`config.mk`:
```
export PLATFORM = sky130hd
export DESIGN_NAME = frame_painter
export DESIGN_NICKNAME = d
export VERILOG_FILES = /design/src/rtl/frame_painter.sv
export SDC_FILE = /design/constraint.sdc
export NUM_CORES = 1
export LEC_CHECK = 0
export ABC_AREA = 1
export BUFFER_PORTS_ARGS = -buffer_cell sky130_fd_sc_hd__buf_2
export CELL_PAD_IN_SITES_DETAIL_PLACEMENT = 1
export CELL_PAD_IN_SITES_GLOBAL_PLACEMENT = 2
export CORE_ASPECT_RATIO = 1.75
export CORE_MARGIN = 4
export CORE_UTILIZATION = 31
export DETAILED_ROUTE_END_ITERATION = 10
export PLACE_DENSITY = 0.84
export SYNTH_ARGS = -nofsm -noshare
export SYNTH_HDL_FRONTEND = slang
export SYNTH_SLANG_ARGS = --single-unit
```
`constraint.sdc`:
```
create_clock -name Clk -period 2.1 [get_ports Clk]
set_input_delay 0.105 -clock Clk [delete_from_list [all_inputs] [get_ports Clk]]
set_output_delay 0.105 -clock Clk [all_outputs]
set_load 0.02 [all_outputs]
```
`src/rtl/frame_painter.sv`:
```
// Rectangle-fill engine writing solid colour boxes into the 640x480x8 frame buffer write port.
// Latency: busy one cycle after start is sampled, first pixel write two cycles later, then 1 pixel/clock.
// Backpressure: none on the write port; dropping cmd_start mid-command aborts it. Build option: PAINTER_CLIP_EN.
module frame_painter #(
    parameter int H_RES = 640,
    parameter int V_RES = 480
) (
    input  logic        Clk,
    input  logic        Reset_n,
    input  logic        cmd_start,
    input  logic [9:0]  cmd_x,
    input  logic [9:0]  cmd_y,
    input  logic [9:0]  cmd_w,
    input  logic [9:0]  cmd_h,
    input  logic [7:0]  cmd_color,
    output logic        busy,
    output logic        done,
    output logic        err,
    output logic [18:0] wr_addr,
    output logic [7:0]  wr_data,
    output logic        wr_en
);

    typedef enum logic [1:0] {IDLE, CLIP, FILL, DONE} state_t;

    localparam logic [10:0] H_LIM   = 11'(H_RES);
    localparam logic [10:0] V_LIM   = 11'(V_RES);
    localparam logic [18:0] ROW_INC = 19'(H_RES);

    state_t state, state_nxt;

    // latched command
    logic [9:0]  x_q, y_q, w_q, h_q;
    logic [7:0]  color_q;
    logic [9:0]  x_nxt, y_nxt, w_nxt, h_nxt;
    logic [7:0]  color_nxt;

    // fill walker
    logic [10:0] x_end_q, y_end_q, x_end_nxt, y_end_nxt;
    logic [18:0] base_q, base_nxt;
    logic [9:0]  col_q, row_q, col_nxt, row_nxt;
    logic        rej_q, rej_nxt;

    // registered outputs, next values
    logic        busy_nxt, done_nxt, err_nxt, wr_en_nxt;
    logic [18:0] wr_addr_nxt;
    logic [7:0]  wr_data_nxt;

    // clip-stage arithmetic on the latched command
    logic [10:0] sum_x, sum_y, clip_x_end, clip_y_end;
    logic [18:0] row_base;
    logic        zero_size, no_write, reject;
    logic        last_col, last_row;

    assign sum_x     = {1'b0, x_q} + {1'b0, w_q};
    assign sum_y     = {1'b0, y_q} + {1'b0, h_q};
    // y*640 as two shifts, y < 512 so this fits in 19 bits
    assign row_base  = ({9'd0, y_q} << 9) + ({9'd0, y_q} << 7);
    assign zero_size = (w_q == 10'd0) || (h_q == 10'd0);

`ifdef PAINTER_CLIP_EN
    // clipped build: trim to the screen, an off-screen origin is a silent no-op
    assign clip_x_end = (sum_x > H_LIM) ? H_LIM : sum_x;
    assign clip_y_end = (sum_y > V_LIM) ? V_LIM : sum_y;
    assign no_write   = zero_size || ({1'b0, x_q} >= H_LIM) || ({1'b0, y_q} >= V_LIM);
    assign reject     = 1'b0;
`else
    // strict build: anything spilling off-screen is refused with err
    assign clip_x_end = sum_x;
    assign clip_y_end = sum_y;
    assign no_write   = zero_size;
    assign reject     = !zero_size && ((sum_x > H_LIM) || (sum_y > V_LIM));
`endif

    assign last_col = ({1'b0, col_q} + 11'd1) == x_end_q;
    assign last_row = ({1'b0, row_q} + 11'd1) == y_end_q;

    // state register
    always_ff @(posedge Clk or negedge Reset_n) begin
        if (!Reset_n) state <= IDLE;
        else          state <= state_nxt;
    end

    // next-state: start level drives every transition, low level aborts or releases
    always_comb begin
        state_nxt = state;
        case (state)
            IDLE: if (cmd_start) state_nxt = CLIP;
            CLIP: begin
                if (!cmd_start)            state_nxt = IDLE;
                else if (no_write || reject) state_nxt = DONE;
                else                       state_nxt = FILL;
            end
            FILL: begin
                if (!cmd_start)               state_nxt = IDLE;
                else if (last_col && last_row) state_nxt = DONE;
            end
            DONE: if (!cmd_start) state_nxt = IDLE;
            default: state_nxt = IDLE;
        endcase
    end

    // output/datapath next values: latch, clip, walk the rectangle one pixel per clock
    always_comb begin
        x_nxt       = x_q;
        y_nxt       = y_q;
        w_nxt       = w_q;
        h_nxt       = h_q;
        color_nxt   = color_q;
        x_end_nxt   = x_end_q;
        y_end_nxt   = y_end_q;
        base_nxt    = base_q;
        col_nxt     = col_q;
        row_nxt     = row_q;
        rej_nxt     = rej_q;
        busy_nxt    = busy;
        done_nxt    = 1'b0;
        err_nxt     = 1'b0;
        wr_en_nxt   = 1'b0;
        wr_addr_nxt = wr_addr;
        wr_data_nxt = wr_data;
        case (state)
            IDLE: begin
                busy_nxt = cmd_start;
                if (cmd_start) begin
                    x_nxt     = cmd_x;
                    y_nxt     = cmd_y;
                    w_nxt     = cmd_w;
                    h_nxt     = cmd_h;
                    color_nxt = cmd_color;
                end
            end
            CLIP: begin
                busy_nxt  = cmd_start;
                x_end_nxt = clip_x_end;
                y_end_nxt = clip_y_end;
                base_nxt  = row_base;
                col_nxt   = x_q;
                row_nxt   = y_q;
                rej_nxt   = reject;
            end
            FILL: begin
                busy_nxt = cmd_start;
                if (cmd_start) begin
                    wr_en_nxt   = 1'b1;
                    wr_addr_nxt = base_q + 19'(col_q);
                    wr_data_nxt = color_q;
                    // row turn folds into the same cycle so there is no bubble
                    if (last_col) begin
                        col_nxt  = x_q;
                        row_nxt  = row_q + 10'd1;
                        base_nxt = base_q + ROW_INC;
                    end else begin
                        col_nxt  = col_q + 10'd1;
                    end
                end
            end
            DONE: begin
                busy_nxt = 1'b0;
                done_nxt = cmd_start;
                err_nxt  = cmd_start && rej_q;
            end
            default: busy_nxt = 1'b0;
        endcase
    end

    // datapath and output registers; async reset drops wr_en immediately
    always_ff @(posedge Clk or negedge Reset_n) begin
        if (!Reset_n) begin
            x_q     <= '0;
            y_q     <= '0;
            w_q     <= '0;
            h_q     <= '0;
            color_q <= '0;
            x_end_q <= '0;
            y_end_q <= '0;
            base_q  <= '0;
            col_q   <= '0;
            row_q   <= '0;
            rej_q   <= 1'b0;
            busy    <= 1'b0;
            done    <= 1'b0;
            err     <= 1'b0;
            wr_en   <= 1'b0;
            wr_addr <= '0;
            wr_data <= '0;
        end else begin
            x_q     <= x_nxt;
            y_q     <= y_nxt;
            w_q     <= w_nxt;
            h_q     <= h_nxt;
            color_q <= color_nxt;
            x_end_q <= x_end_nxt;
            y_end_q <= y_end_nxt;
            base_q  <= base_nxt;
            col_q   <= col_nxt;
            row_q   <= row_nxt;
            rej_q   <= rej_nxt;
            busy    <= busy_nxt;
            done    <= done_nxt;
            err     <= err_nxt;
            wr_en   <= wr_en_nxt;
            wr_addr <= wr_addr_nxt;
            wr_data <= wr_data_nxt;
        end
    end

endmodule

```
==> results.ini <==
[grt]
overflow = 0
grt_pass1_wl_um = 45700
antenna_found_initial = 1
grt_pass1_vias = 8915
grt_max_degree = 57
track_usage = 0.203

[finish]
stdcell_count = 1675
antenna_cells = 0
final_area_mm2 = 0.0116
drive_above_1_share = 0.286
post-route-util = 0.445
nets = 1430
area_growth_pct = 41.3

[synthesis]
ys_top_cells_by_area = dfrtp_1 (42%), nand2_1 (16%), inv_1 (6.0%)
synth_area_leader_cell = dfrtp_1
syn_nets = 1168
ys_seq_area_frac = 0.416
synth_top_area_frac = 0.416
synth_area_per_cell_um2 = 7.57
yosys_register_bits = 136
yosys.cell_types.count = 43
synthFlopType = dfrtp_1
async_flop_share = 1.00
ys_warn_count = 0
synth_commonest_cells = nand2_1 (339), dfrtp_1 (136), inv_1 (131)
syn_inst = 1080
synthesis.area_mm2 = 0.00818
synth-edff-count = 0
yosysMostFrequentCell = nand2_1

[clocking]
cts.path.max_buffers = 2
path_clk_slew_ps = 60
clock_sink_count = 136
cts_tree = done
clk-insertion-delay-late_ps = 450
cts_root_buffer = clkbuf_16
cts_buffers = 17
htree_levels = 4

[drt]
drt_iter0_markers = 332
routedWlPerCell_um = 17.1
vias = 8244
ant_nets = 0
wl_um = 28700
drc = 0
drt-vias-per-instance = 4.92
dr.pass1.iters = 4

[sta]
fin_crit_sh = 1.05
layout_setup_ws_ps = -107
setup_violations = 31
maxSlewViolCount = 0
rsz0062_at_grt = true
hold_viol = 0
timing.clock.skew_ps = 11.2
period_minus_slack_ps = 2210
worst_slew_pin_slew_ps = 623
slew_headroom = 0.585
max_freq_mhz = 453

[floorplan]
std_cell_rows = 78
coreArea_mm2 = 0.0260
initial_core_util = 0.315
io_pins = 82
die_height_um = 223
die_w_um = 131
dieArea_mm2 = 0.0291

[placed_design]
dp_hpwl_um = 21100
gp_congestion = 0.846
place_area_mm2 = 0.00987
dpl.cell_count = 1581
io_buffers = 81

[worst_setup_path]
worstPathArrival_ps = 2570
critical_path.max_stage_delay_ps = 420
path_buf_inv = 3
cp-end-kind = flip-flop
cp_top_family = simple AND/OR/NAND/NOR gates
path_class = reg2reg
crit_path_top_delay_cell = dfrtp_1
cpMostUsedCell = nand2_2
path_cells = ha_4 > nand2_4 > nor2_4 > nand2_2 > nand2_2 > inv_2 > nand2_2 > nand4_1 > nor2_4 > nand4_4 > buf_6 > o21ai_4 > buf_12 > nand2_1 > o21ai_0
crit_path_max_fanout = 23
required_ps = 2460
start_kind = flip-flop

[run]
maxCapViolations = 0

[status]
status = complete, but fails checks
violations = setup timing

[hold_path]
hp-class = in2reg

[power]
power_density_mw_per_mm2 = 1930
leakagePower_uw = 0.00584
ir_drop_uv = 801

==> logic make-up after synthesis <==
kind of cell / Yosys count / share of synthesized area
simple gates: 544 / 0.279
xor+xnor: 17 / 0.0200
mux: 32 / 0.0441
flops: 136 / 0.416
compound gates: 154 / 0.104
buf+inv: 160 / 0.0773
fa+ha+maj: 37 / 0.0594
==> registers in the layout (all words and copies together), names as in the netlist <==
signal and cells:
wr_addr 19, rej_q 1, y_q 10, x_q 10
err 1, state 2, wr_data 8, col_q 10
busy 1, base_q 12, done 1, color_q 8
wr_en 1, y_end_q 11, h_q 10, w_q 10
x_end_q 11, row_q 10
==> where the power goes <==
part | switching (µW) | internal, µW
sequential | 1280 | 3930
combinational | 7570 | 6130
clock | 1250 | 2110
==> tightest hold or removal path: stages <==
cell     delay, ps
buf_2          130
nand3_1         90
nand2_1         50
inv_1           50
nand2_1         40
nand2_1         40
==> cells in the final DEF (no fill, tap or decap), types with 10 or more instances in the layout <==
| cell | count |
|---|---|
| a21oi_1 | 34 |
| buf_2 | 80 |
| buf_4 | 127 |
| clkbuf_16 | 17 |
| dfrtp_1 | 127 |
| dlygate4sd3_1 | 50 |
| ha_1 | 25 |
| inv_1 | 127 |
| mux2_2 | 32 |
| nand2_1 | 318 |
| nand2_2 | 15 |
| nand3_1 | 58 |
| nand3_2 | 12 |
| nand3b_1 | 10 |
| nand4_1 | 11 |
| nor2_1 | 78 |
| nor2_2 | 10 |
| o21ai_0 | 64 |
| o21ai_1 | 16 |
| o21ai_2 | 12 |
| xor2_1 | 10 |
==> path summary, 6_finish.rpt <==
check                                   startpoint  slack, ps                      end  cells past startpoint
max                           col_q[0]$_DFFE_PN0P_       -110     row_q[0]$_DFFE_PN0P_                     15
min                                      cmd_start        100     state[0]$_DFFE_PN0P_                      6
max reg2reg                   col_q[0]$_DFFE_PN0P_       -110     row_q[0]$_DFFE_PN0P_                     15
min reg2reg                wr_addr[12]$_DFFE_PN0P_        470  wr_addr[12]$_DFFE_PN0P_                      2
max in group asynchronous                  Reset_n       1210   wr_addr[6]$_DFFE_PN0P_                      3
min in group asynchronous                  Reset_n        200   wr_addr[1]$_DFFE_PN0P_                      3
==> metrics by stage <==
stage	power, µW	worst slack, ps	TNS [ps]	hold WS [ps]
floorplan	12200	35.8	0	-191
global placement	17300	-247	-4660	-90.7
detailed placement	17700	-298	-6290	-88.5
CTS	21700	-96.6	-1500	90.3
global route	24200	-282	-7360	144
finish	22300	-107	-1510	101
==> layer usage <==
metal | track usage | part of all wire | vias up
met5 | 0 | 0 | -
met2 | 0.407 | 0.59 | 114
met3 | 0.0334 | 0.020 | 59
met4 | 0.0747 | 0.040 | 0
met1 | 0.199 | 0.35 | 4052
li1 | - | - | 4019
==> repair_timing <==
action                                  in CTS  in global routing
endpoints found under the setup margin      34                 37
resized for setup                           38                 78
hold buffers                                50                  0
hold endpoints to repair                   184                  0
setup buffers                                6                  6
pin swaps                                    4                 27
==> cell type report <==
class | instances | area [µm²]
multi-input cells | 784 | 4540
inverters | 134 | 503
clock inverters | 11 | 169
flip-flops and latches | 136 | 3410
well taps | 320 | 400
fillers | 3180 | 14400
clock buffers | 21 | 480
repair buffers | 269 | 2050
(Power assumes the default switching activity.)
